## src/rtl/seq_onehot_decoder_pkg.sv

```systemverilog
// Shared types and helpers for the sequenced one-hot decoder: FSM state encoding,
// mode constants and the idle (inactive) output level.
package seq_onehot_decoder_pkg;

    typedef enum logic [1:0] {
        ST_IDLE  = 2'd0,
        ST_HOLD  = 2'd1,
        ST_SWEEP = 2'd2,
        ST_DONE  = 2'd3
    } state_e;

    localparam logic MODE_DIRECT = 1'b0;
    localparam logic MODE_SWEEP  = 1'b1;

    // Widest output supported (SEL_W up to 6).
    localparam int MAX_OUT_W = 64;

    // Level driven on dout when no code is selected: all zeros, or all ones
    // across the used OUT_W bits when the output is active-low.
    function automatic logic [MAX_OUT_W-1:0] inactive_level(input int out_w, input bit active_low);
        logic [MAX_OUT_W-1:0] lvl;
        lvl = '0;
        if (active_low) begin
            for (int i = 0; i < MAX_OUT_W; i++) begin
                if (i < out_w) begin
                    lvl[i] = 1'b1;
                end
            end
        end
        return lvl;
    endfunction

endpackage

```

## src/rtl/seq_onehot_decoder_onehot_dec.sv

```systemverilog
// Combinational SEL_W-to-2^SEL_W decoder producing a one-hot or one-cold word,
// optionally with the bit order reversed.
module seq_onehot_decoder_onehot_dec #(
    parameter int SEL_W      = 3,
    parameter bit ACTIVE_LOW = 1'b0,
    parameter bit BIT_REV    = 1'b0
) (
    input  logic [SEL_W-1:0]      sel_i,
    output logic [(2**SEL_W)-1:0] word_o
);

    localparam int OUT_W = 2**SEL_W;

    logic [SEL_W-1:0] idx;
    logic [OUT_W-1:0] word;

    always_comb begin
        // Reversing the bit order maps code k to OUT_W-1-k, which is ~k in SEL_W bits.
        idx       = BIT_REV ? ~sel_i : sel_i;
        word      = '0;
        word[idx] = 1'b1;
        word_o    = ACTIVE_LOW ? ~word : word;
    end

endmodule

```

## src/rtl/seq_onehot_decoder.sv

```systemverilog
// Registered one-hot decoder with two sources for the code: handshaked DIRECT
// selects, or a built-in SWEEP that walks every code holding each for DWELL cycles.
module seq_onehot_decoder
    import seq_onehot_decoder_pkg::*;
#(
    parameter int SEL_W      = 3,
    parameter int DWELL      = 50,
    parameter bit ACTIVE_LOW = 1'b0,
    parameter bit LOOP       = 1'b0,
    parameter bit BIT_REV    = 1'b0
) (
    input  logic                  clk_i,
    input  logic                  rst_i,
    input  logic                  en_i,
    input  logic                  mode_i,
    input  logic                  sel_valid_i,
    input  logic [SEL_W-1:0]      sel_i,
    output logic                  sel_ready_o,
    output logic [(2**SEL_W)-1:0] dout_o,
    output logic [SEL_W-1:0]      cur_sel_o,
    output logic                  dout_valid_o,
    output logic                  sweep_done_o,
    output logic [1:0]            state_o
);

    localparam int OUT_W   = 2**SEL_W;
    localparam int DWELL_W = $clog2(DWELL + 1);

    localparam logic [MAX_OUT_W-1:0] IDLE_FULL  = inactive_level(OUT_W, ACTIVE_LOW);
    localparam logic [OUT_W-1:0]     IDLE_LVL   = IDLE_FULL[OUT_W-1:0];
    localparam logic [DWELL_W-1:0]   DWELL_LAST = DWELL_W'(DWELL - 1);

    state_e             state_q, state_d;
    logic [SEL_W-1:0]   cur_sel_q, cur_sel_d;
    logic [DWELL_W-1:0] dwell_q, dwell_d;
    logic               valid_q, valid_d;
    logic               done_q, done_d;
    logic [OUT_W-1:0]   dout_q, dout_d;
    logic [OUT_W-1:0]   dec_word;
    logic               accept;

    // Handshake: a code is transferred on a rising edge where sel_valid_i and
    // sel_ready_o are both high; ready is only offered out of reset, while enabled
    // in DIRECT mode and in IDLE/HOLD, and never depends on sel_valid_i.
    assign sel_ready_o = !rst_i && en_i && (mode_i == MODE_DIRECT)
                         && ((state_q == ST_IDLE) || (state_q == ST_HOLD));
    assign accept      = sel_valid_i && sel_ready_o;

    // Decode the code that will be current after this edge, so dout registers in step with cur_sel.
    seq_onehot_decoder_onehot_dec #(
        .SEL_W      (SEL_W),
        .ACTIVE_LOW (ACTIVE_LOW),
        .BIT_REV    (BIT_REV)
    ) u_dec (
        .sel_i  (cur_sel_d),
        .word_o (dec_word)
    );

    always_comb begin
        state_d   = state_q;
        cur_sel_d = cur_sel_q;
        dwell_d   = dwell_q;
        valid_d   = valid_q;
        done_d    = 1'b0;

        if (!en_i) begin
            state_d   = ST_IDLE;
            cur_sel_d = '0;
            dwell_d   = '0;
            valid_d   = 1'b0;
        end else begin
            unique case (state_q)
                ST_IDLE: begin
                    if (mode_i == MODE_DIRECT) begin
                        state_d = ST_HOLD;
                        if (accept) begin
                            cur_sel_d = sel_i;
                            valid_d   = 1'b1;
                        end
                    end else begin
                        state_d   = ST_SWEEP;
                        cur_sel_d = '0;
                        dwell_d   = '0;
                        valid_d   = 1'b1;
                    end
                end

                ST_HOLD: begin
                    if (mode_i == MODE_SWEEP) begin
                        state_d   = ST_IDLE;
                        cur_sel_d = '0;
                        dwell_d   = '0;
                        valid_d   = 1'b0;
                    end else if (accept) begin
                        cur_sel_d = sel_i;
                        valid_d   = 1'b1;
                    end
                end

                ST_SWEEP: begin
                    if (mode_i == MODE_DIRECT) begin
                        // Abandon the sweep; progress is not kept.
                        state_d   = ST_IDLE;
                        cur_sel_d = '0;
                        dwell_d   = '0;
                        valid_d   = 1'b0;
                    end else if (dwell_q == DWELL_LAST) begin
                        dwell_d   = '0;
                        cur_sel_d = cur_sel_q + SEL_W'(1);
                        if (cur_sel_q == '1) begin
                            done_d = 1'b1;
                            if (!LOOP) begin
                                state_d   = ST_DONE;
                                cur_sel_d = '0;
                                valid_d   = 1'b0;
                            end
                        end
                    end else begin
                        dwell_d = dwell_q + DWELL_W'(1);
                    end
                end

                ST_DONE: begin
                    // Parked until en or mode drops, so a held SWEEP request cannot re-trigger.
                    if (mode_i == MODE_DIRECT) begin
                        state_d = ST_IDLE;
                    end
                end

                default: begin
                    state_d   = ST_IDLE;
                    cur_sel_d = '0;
                    dwell_d   = '0;
                    valid_d   = 1'b0;
                end
            endcase
        end

        dout_d = valid_d ? dec_word : IDLE_LVL;
    end

    always_ff @(posedge clk_i) begin
        if (rst_i) begin
            state_q   <= ST_IDLE;
            cur_sel_q <= '0;
            dwell_q   <= '0;
            valid_q   <= 1'b0;
            done_q    <= 1'b0;
            dout_q    <= IDLE_LVL;
        end else begin
            state_q   <= state_d;
            cur_sel_q <= cur_sel_d;
            dwell_q   <= dwell_d;
            valid_q   <= valid_d;
            done_q    <= done_d;
            dout_q    <= dout_d;
        end
    end

    assign dout_o       = dout_q;
    assign cur_sel_o    = cur_sel_q;
    assign dout_valid_o = valid_q;
    assign sweep_done_o = done_q;
    assign state_o      = state_q;

endmodule

```

## config.mk

```make
export PLATFORM = sky130hd
export DESIGN_NAME = seq_onehot_decoder
export DESIGN_NICKNAME = d
export VERILOG_FILES = /design/src/rtl/seq_onehot_decoder_pkg.sv /design/src/rtl/seq_onehot_decoder_onehot_dec.sv /design/src/rtl/seq_onehot_decoder.sv
export SDC_FILE = /design/constraint.sdc
export NUM_CORES = 1
export LEC_CHECK = 0
export CELL_PAD_IN_SITES_DETAIL_PLACEMENT = 1
export CELL_PAD_IN_SITES_GLOBAL_PLACEMENT = 1
export CORE_UTILIZATION = 36
export DETAILED_ROUTE_END_ITERATION = 6
export GPL_ROUTABILITY_DRIVEN = 0
export PLACE_DENSITY_LB_ADDON = 0.1
export SLEW_MARGIN = 25
export SYNTH_ARGS = -nofsm -noshare
export SYNTH_HDL_FRONTEND = slang
export SYNTH_SLANG_ARGS = --single-unit
```

## constraint.sdc

```tcl
create_clock -name clk_i -period 2.75 [get_ports clk_i]
set_input_delay 0.55 -clock clk_i [delete_from_list [all_inputs] [get_ports clk_i]]
set_output_delay 0.55 -clock clk_i [all_outputs]
set_load 0.02 [all_outputs]
```

**Word level (Yosys, flattened, before mapping)**

Cells that the tools add are included.

- Output and inout bits: 16
- Bits of input ports: 8
- Register bits after elaboration: 21

- $add $sub $neg: 2
- Muxes and demuxes: 29
- Reductions and logical operators: 15
- Order comparisons: 2
- Eq/ne operators: 10
- Bitwise logic cells: 5

Operators with widths:

| kind | number |
|---|---|
| 2-to-1 mux 3 bit | 6 |
| 2-to-1 mux 6 bit | 3 |
| 2-to-1 mux 2 bit | 6 |
| case mux 6 bit (2 select lines) | 1 |
| 2-to-1 mux 1 bit | 9 |
| case mux 2 bit (4 select lines) | 1 |
| adder 6 x 1 -> 6 bit (second input constant) | 1 |
| equality test 6 bit (second input constant) | 1 |
| inequality test 3 bit (second input constant) | 2 |
| case mux 3 bit (2 select lines) | 1 |
| OR reduction 2 bit | 3 |
| logical AND 1 bit | 5 |
| inverter 1 bit | 5 |
| OR reduction 5 bit | 1 |
| equality test 2 bit (second input constant) | 2 |
| < comparator 3 x 4 -> 1 bit (second input constant) | 1 |
| inequality test 2 bit (second input constant) | 2 |
| AND reduction 4 bit | 1 |
| adder 3 x 1 -> 3 bit (second input constant) | 1 |
| demux 1 bit (select 3 bit) | 1 |
| equality test 3 bit (second input constant) | 1 |
| greater-or-equal comparator 3 x 1 -> 1 bit (second input constant) | 1 |
| case mux 1 bit (3 select lines) | 1 |
| equality test 2 x 1 -> 1 bit (second input constant) | 1 |
| 6 further kinds | 6 |

**Depth between registers and ports, before layout**

- Depth after elaboration: 13
- Mapped depth: 7
- Depth with buffers taken out: 7

**Modules after synthesis**

Synthesis repeated with hierarchy kept, for this count alone.

- Cell total of the unflattened synthesis: 120
- Area, all modules: 1067.3 sq um

By module, submodules not included:

| module | seq. area each (sq um) | instances | cells each | area an instance (sq um) |
|---|---|---|---|---|
| seq_onehot_decoder | 420.4 | 1 | 112 | 1002.2 |
| seq_onehot_decoder_onehot_dec | 0.0 | 1 | 8 | 65.1 |

**Least setup slack after synthesis**

Ideal clock, no wire load.

- Kind: in2reg
- Start point: in mode_i
- End point: reg dout_q[4], in the netlist dout_o[4]
- Arrival: 1.950 ns
- Library setup time: 0.117 ns
- Cell stages on the path: 5
- Slack: 0.684 ns
- Cell sequence: nor4b_2 a32oi_1 and2_1 o311a_1 and3b_2

- Longest elaborated chain between the ends: 12
- Elaborated cells between the ends (all ways): 22

Ends and longest elaborated chain:

| item | RTL line | source |
|---|---|---|
| start, declared | seq_onehot_decoder.sv:15 | `input logic mode_i,` |
| inverter 1 bit (no line) | -- |  |
| logical AND 1 bit | seq_onehot_decoder.sv:45 | `assign sel_ready_o = !rst_i && en_i && (mode_i == MODE_DIRECT)` |
| logical AND 1 bit | seq_onehot_decoder.sv:46 | `&& ((state_q == ST_IDLE) \|\| (state_q == ST_HOLD));` |
| logical AND 1 bit | seq_onehot_decoder.sv:47 | `assign accept = sel_valid_i && sel_ready_o;` |
| 2-to-1 mux 3 bit | seq_onehot_decoder.sv:76, seq_onehot_decoder.sv:94 |  |
| 2-to-1 mux 3 bit | seq_onehot_decoder.sv:74 | `if (mode_i == MODE_DIRECT) begin` |
| case mux 3 bit (2 select lines) | seq_onehot_decoder.sv:72 | `unique case (state_q)` |
| 2-to-1 mux 3 bit | seq_onehot_decoder.sv:66 | `if (!en_i) begin` |
| < comparator 3 x 4 -> 1 bit (not written as such) / greater-or-equal comparator 3 x 1 -> 1 bit (equally long branches) | seq_onehot_decoder_onehot_dec.sv:21 | `word[idx] = 1'b1;` |
| logical AND 1 bit (not written as such) | seq_onehot_decoder_onehot_dec.sv:21 |  |
| 2-to-1 mux 1 bit (not written as such) | seq_onehot_decoder_onehot_dec.sv:21 |  |
| demux 1 bit (select 3 bit) | -- |  |
| end signal, assigned | seq_onehot_decoder.sv:156 | `dout_q <= dout_d;` |
| end, declared | seq_onehot_decoder.sv:38 | `logic [OUT_W-1:0] dout_q, dout_d;` |

Several ways; a longest one is shown, not always the timed one.
A chain may end at the register's enable or synchronous reset.

**Worst setup path in the final report**

- Start point: in mode_i
- End point: out sel_ready_o

- Longest elaborated chain between the ends: 3

Ends and longest elaborated chain:

| item | RTL line | source |
|---|---|---|
| inverter 1 bit (no line) | -- |  |
| logical AND 1 bit | seq_onehot_decoder.sv:45 |  |
| logical AND 1 bit | seq_onehot_decoder.sv:46 |  |
| end, declared | seq_onehot_decoder.sv:18 | `output logic sel_ready_o,` |

No other way between the ends.

==> results by group <==
Clock network
  • Maximum buffer depth of the clock tree: 2
  • Clock root buffer: clkbuf_4
  • Clk_lat worst skew: 320 ps
  • Post-CTS setup buffers: 0
  • Post-CTS Resized: 0
  • CTS Hold Buffers Added: 0
  • Clock slew seen by the registers of the worst setup and hold paths: 130 ps
  • H-tree Lvls: 1
  • Number of buffers created by CTS: 3
  • Sink Count: 21
  • TritonCTS clock tree: built

Synth
  • Avg Inst Size Synth: 9.066 µm²
  • Syn Nets: 126
  • Post-synthesis sequential area ratio: 40.68%
  • Seq cells post-synth: 21
  • Share of the synthesized area in the top cell type: 40.68%
  • Async S/R FF share, synth: 0%
  • Distinct cells, synth: 44
  • Synthesized instance count: 114
  • Most used DFF post-synth: dfxtp_1
  • Largest cells by area after synthesis: dfxtp_1 41%, nor2_1 5.4%, ha_1 4.8%
  • Post-synth EDFFs: 0
  • Syn Std Cell Area: 1033 µm²
  • Synth warn: 0
  • Leading area contributor after synthesis: dfxtp_1

Worst setup path
  • Crit path from: mode_i
  • Crit start category: input pin
  • Critical Path Max Stage Delay: 650 ps
  • Crit path capture type: output pin
  • CP cell instances: clkdlybuf4s50_1 -> nor4b_2 -> clkdlybuf4s50_1
  • CP Data Arrival Time: 1940 ps
  • Critical Path Most Common Cell: clkdlybuf4s50_1
  • CP max-delay cell: clkdlybuf4s50_1
  • Req. time, crit path: 2200 ps
  • Worst-path fanout max: 2
  • Beginning of the worst register-to-register path: dwell_q[1]
  • Crit Path Class: input pin to output pin

Floorplan
  • Die area: 3089 µm²
  • Number of core rows: 19
  • IO Pins: 24
  • DIE HEIGHT: 55.58 µm
  • Starting density of the core: 37.80%
  • Core Area: 2734 µm²
  • Die W: 55.58 µm

Power and ir drop
  • Clock power frac: 30.4%
  • Maximum VDD drop: 0.3340 mV
  • Leak: 0.5280 nW
  • Internal: 0.3941 mW
  • Switch Pwr: 0.1455 mW
  • Sequential power share: 58.3%
  • Power, Total: 0.5396 mW
  • Sw frac: 26.97%
  • P per Cell Area: 398.6 nW/µm²
  • Combinational fraction of design power: 11.3%

STA
  • Fin crit share: 90.47%
  • Fin Setup TNS: 0 ps
  • Slew of the pin with the lowest slew margin: 556.7 ps
  • Final Worst Setup Slack: 262.1 ps
  • Fin crit period: 2488 ps
  • Max-slew headroom: 62.84%
  • Setup violations, final: 0
  • Clk_skew: 4.940 ps
  • Min Hold Slack: 599.8 ps
  • F_max: 0.4020 GHz
  • Final Slew Violations: 0
  • Hold Fails Final Rpt: 0
  • RSZ-0062 raised after global routing: false

Layout
  • Layout Nets: 155
  • Layout cells sized above 1: 12.68%
  • Area of the multi-input gates: 581.8 µm²
  • Post-layout util: 49.52%
  • Fillcell total: 327
  • Area Growth Syn to Fin: 30.99%
  • Register area: 420.4 µm²
  • Diodes inserted: 0

Place
  • Post-DP HPWL: 2010 µm
  • I/O Buffers: 23
  • Dpl ws: 217.1 ps

Route
  • Detailed-route DRC error count: 0
  • WL final: 2631 µm
  • Antenna-violating nets left: 0
  • DRT iter0 DRCs: 28
  • Via count: 969
  • WL met1: 1245 µm
  • Drt pass-1 iters: 4
  • Vias per cell: 5.601
  • Avg WL per Cell: 15.21 µm
  • Met2 WL: 1233 µm
  • Met3 wire length: 106 µm
  • Top Layer Used: met4

GRT
  • Largest net degree at the start of global routing: 18
  • Grt total ovfl: 0
  • Initial antenna violation count: 0
  • Vias in the first global route: 973
  • Total Routing Usage GR: 19.06%
  • First-pass GRT wire length: 4705 µm

Outcome
  • Status: finished clean

Worst hold path
  • Worst hold path startpoint: dwell_q[3]
  • Hold crit path type: flip-flop to flip-flop

Run
  • Number of max-cap violations: 0
## cells by family (layout without fill, tap and decap cells)
kind of cell / after synthesis / count (layout) / synth area share [%]
xor gates and xnor gates: 4 / 4 / 3.390
adders and majority gates: 4 / 4 / 4.843
AOI/OAI and AO/OA: 23 / 23 / 15.98
DFF: 21 / 21 / 40.68
and+or+nand+nor: 54 / 54 / 32.08
buffers and inverters: 8 / 36 / 3.026
## layout make-up
type | count | area share [%]
Sequential cell | 21 | 31.05
Clock buffer | 3 | 1.664
Timing Repair Buffer | 28 | 19.78
Inverter | 4 | 1.109
Multi-Input combinational cell | 85 | 42.98
Tap cell | 31 | 2.865
Clock inverter | 1 | 0.5545
## routing by layer
| layer | global-route usage [%] | up-vias |
|---|---|---|
| li1 | - | 472 |
| met4 | 5.714 | 0 |
| met3 | 4.884 | 6 |
| met2 | 31.15 | 22 |
| met1 | 24.78 | 469 |
| met5 | 0 | - |
## path summary, 6_finish.rpt
check	to	slack, ps	cells after the start
setup / recovery	sel_ready_o	260	3
hold / removal	dwell_q[3]	600	2
setup reg to reg	dout_o[3]	660	7
hold reg to reg	dwell_q[3]	600	2
## cell usage in the layout (no fill, tap or decap), types with 4 or more instances in the layout
master,count
ha_1,4
nand2_1,6
buf_4,5
o21ai_0,5
inv_1,4
a21oi_1,5
nor2_1,15
nor3_1,5
dfxtp_1,21
clkdlybuf4s50_1,23
## flip-flops by register name, indices dropped and copies added, names as in the netlist
name	count
dwell_q	6
cur_sel_o	3
dout_valid_o	1
sweep_done_o	1
dout_o	8
state_o	2
## power groups by stage
stage          clock (mW)  sequential [mW]  combinational, mW
2_1_floorplan           0            0.322             0.0280
3_3_place_gp            0            0.321             0.0602
3_5_place_dp            0            0.321             0.0612
4_1_cts             0.166            0.315             0.0618
5_1_grt             0.178            0.316             0.0669
6_report            0.164            0.315             0.0611
## synth_stat cells (2+ instances only)
master    count
nor2_1       15
nor3b_1       3
nor3_1        5
dfxtp_1      21
nand2b_1      3
xnor2_1       3
a21boi_0      2
a222oi_1      2
ha_1          4
inv_1         4
and2_1        2
o21ai_0       5
clkbuf_1      3
a21oi_1       5
nand2_1       6
and3_1        2
nand3_1       2
## stage by stage
stage	instance area [µm²]	std cells
after global placement	1324	169
final	1354	173
after CTS	1354	173
after detailed placement	1324	169
after floorplan	1033	114
after global routing	1354	173
## critical path: cells and delay by family
kind                   cells  cell delay, ps
buffers and inverters      2            1090
and+or+nand+nor            1             300
Power figures use the tool's default switching activity.
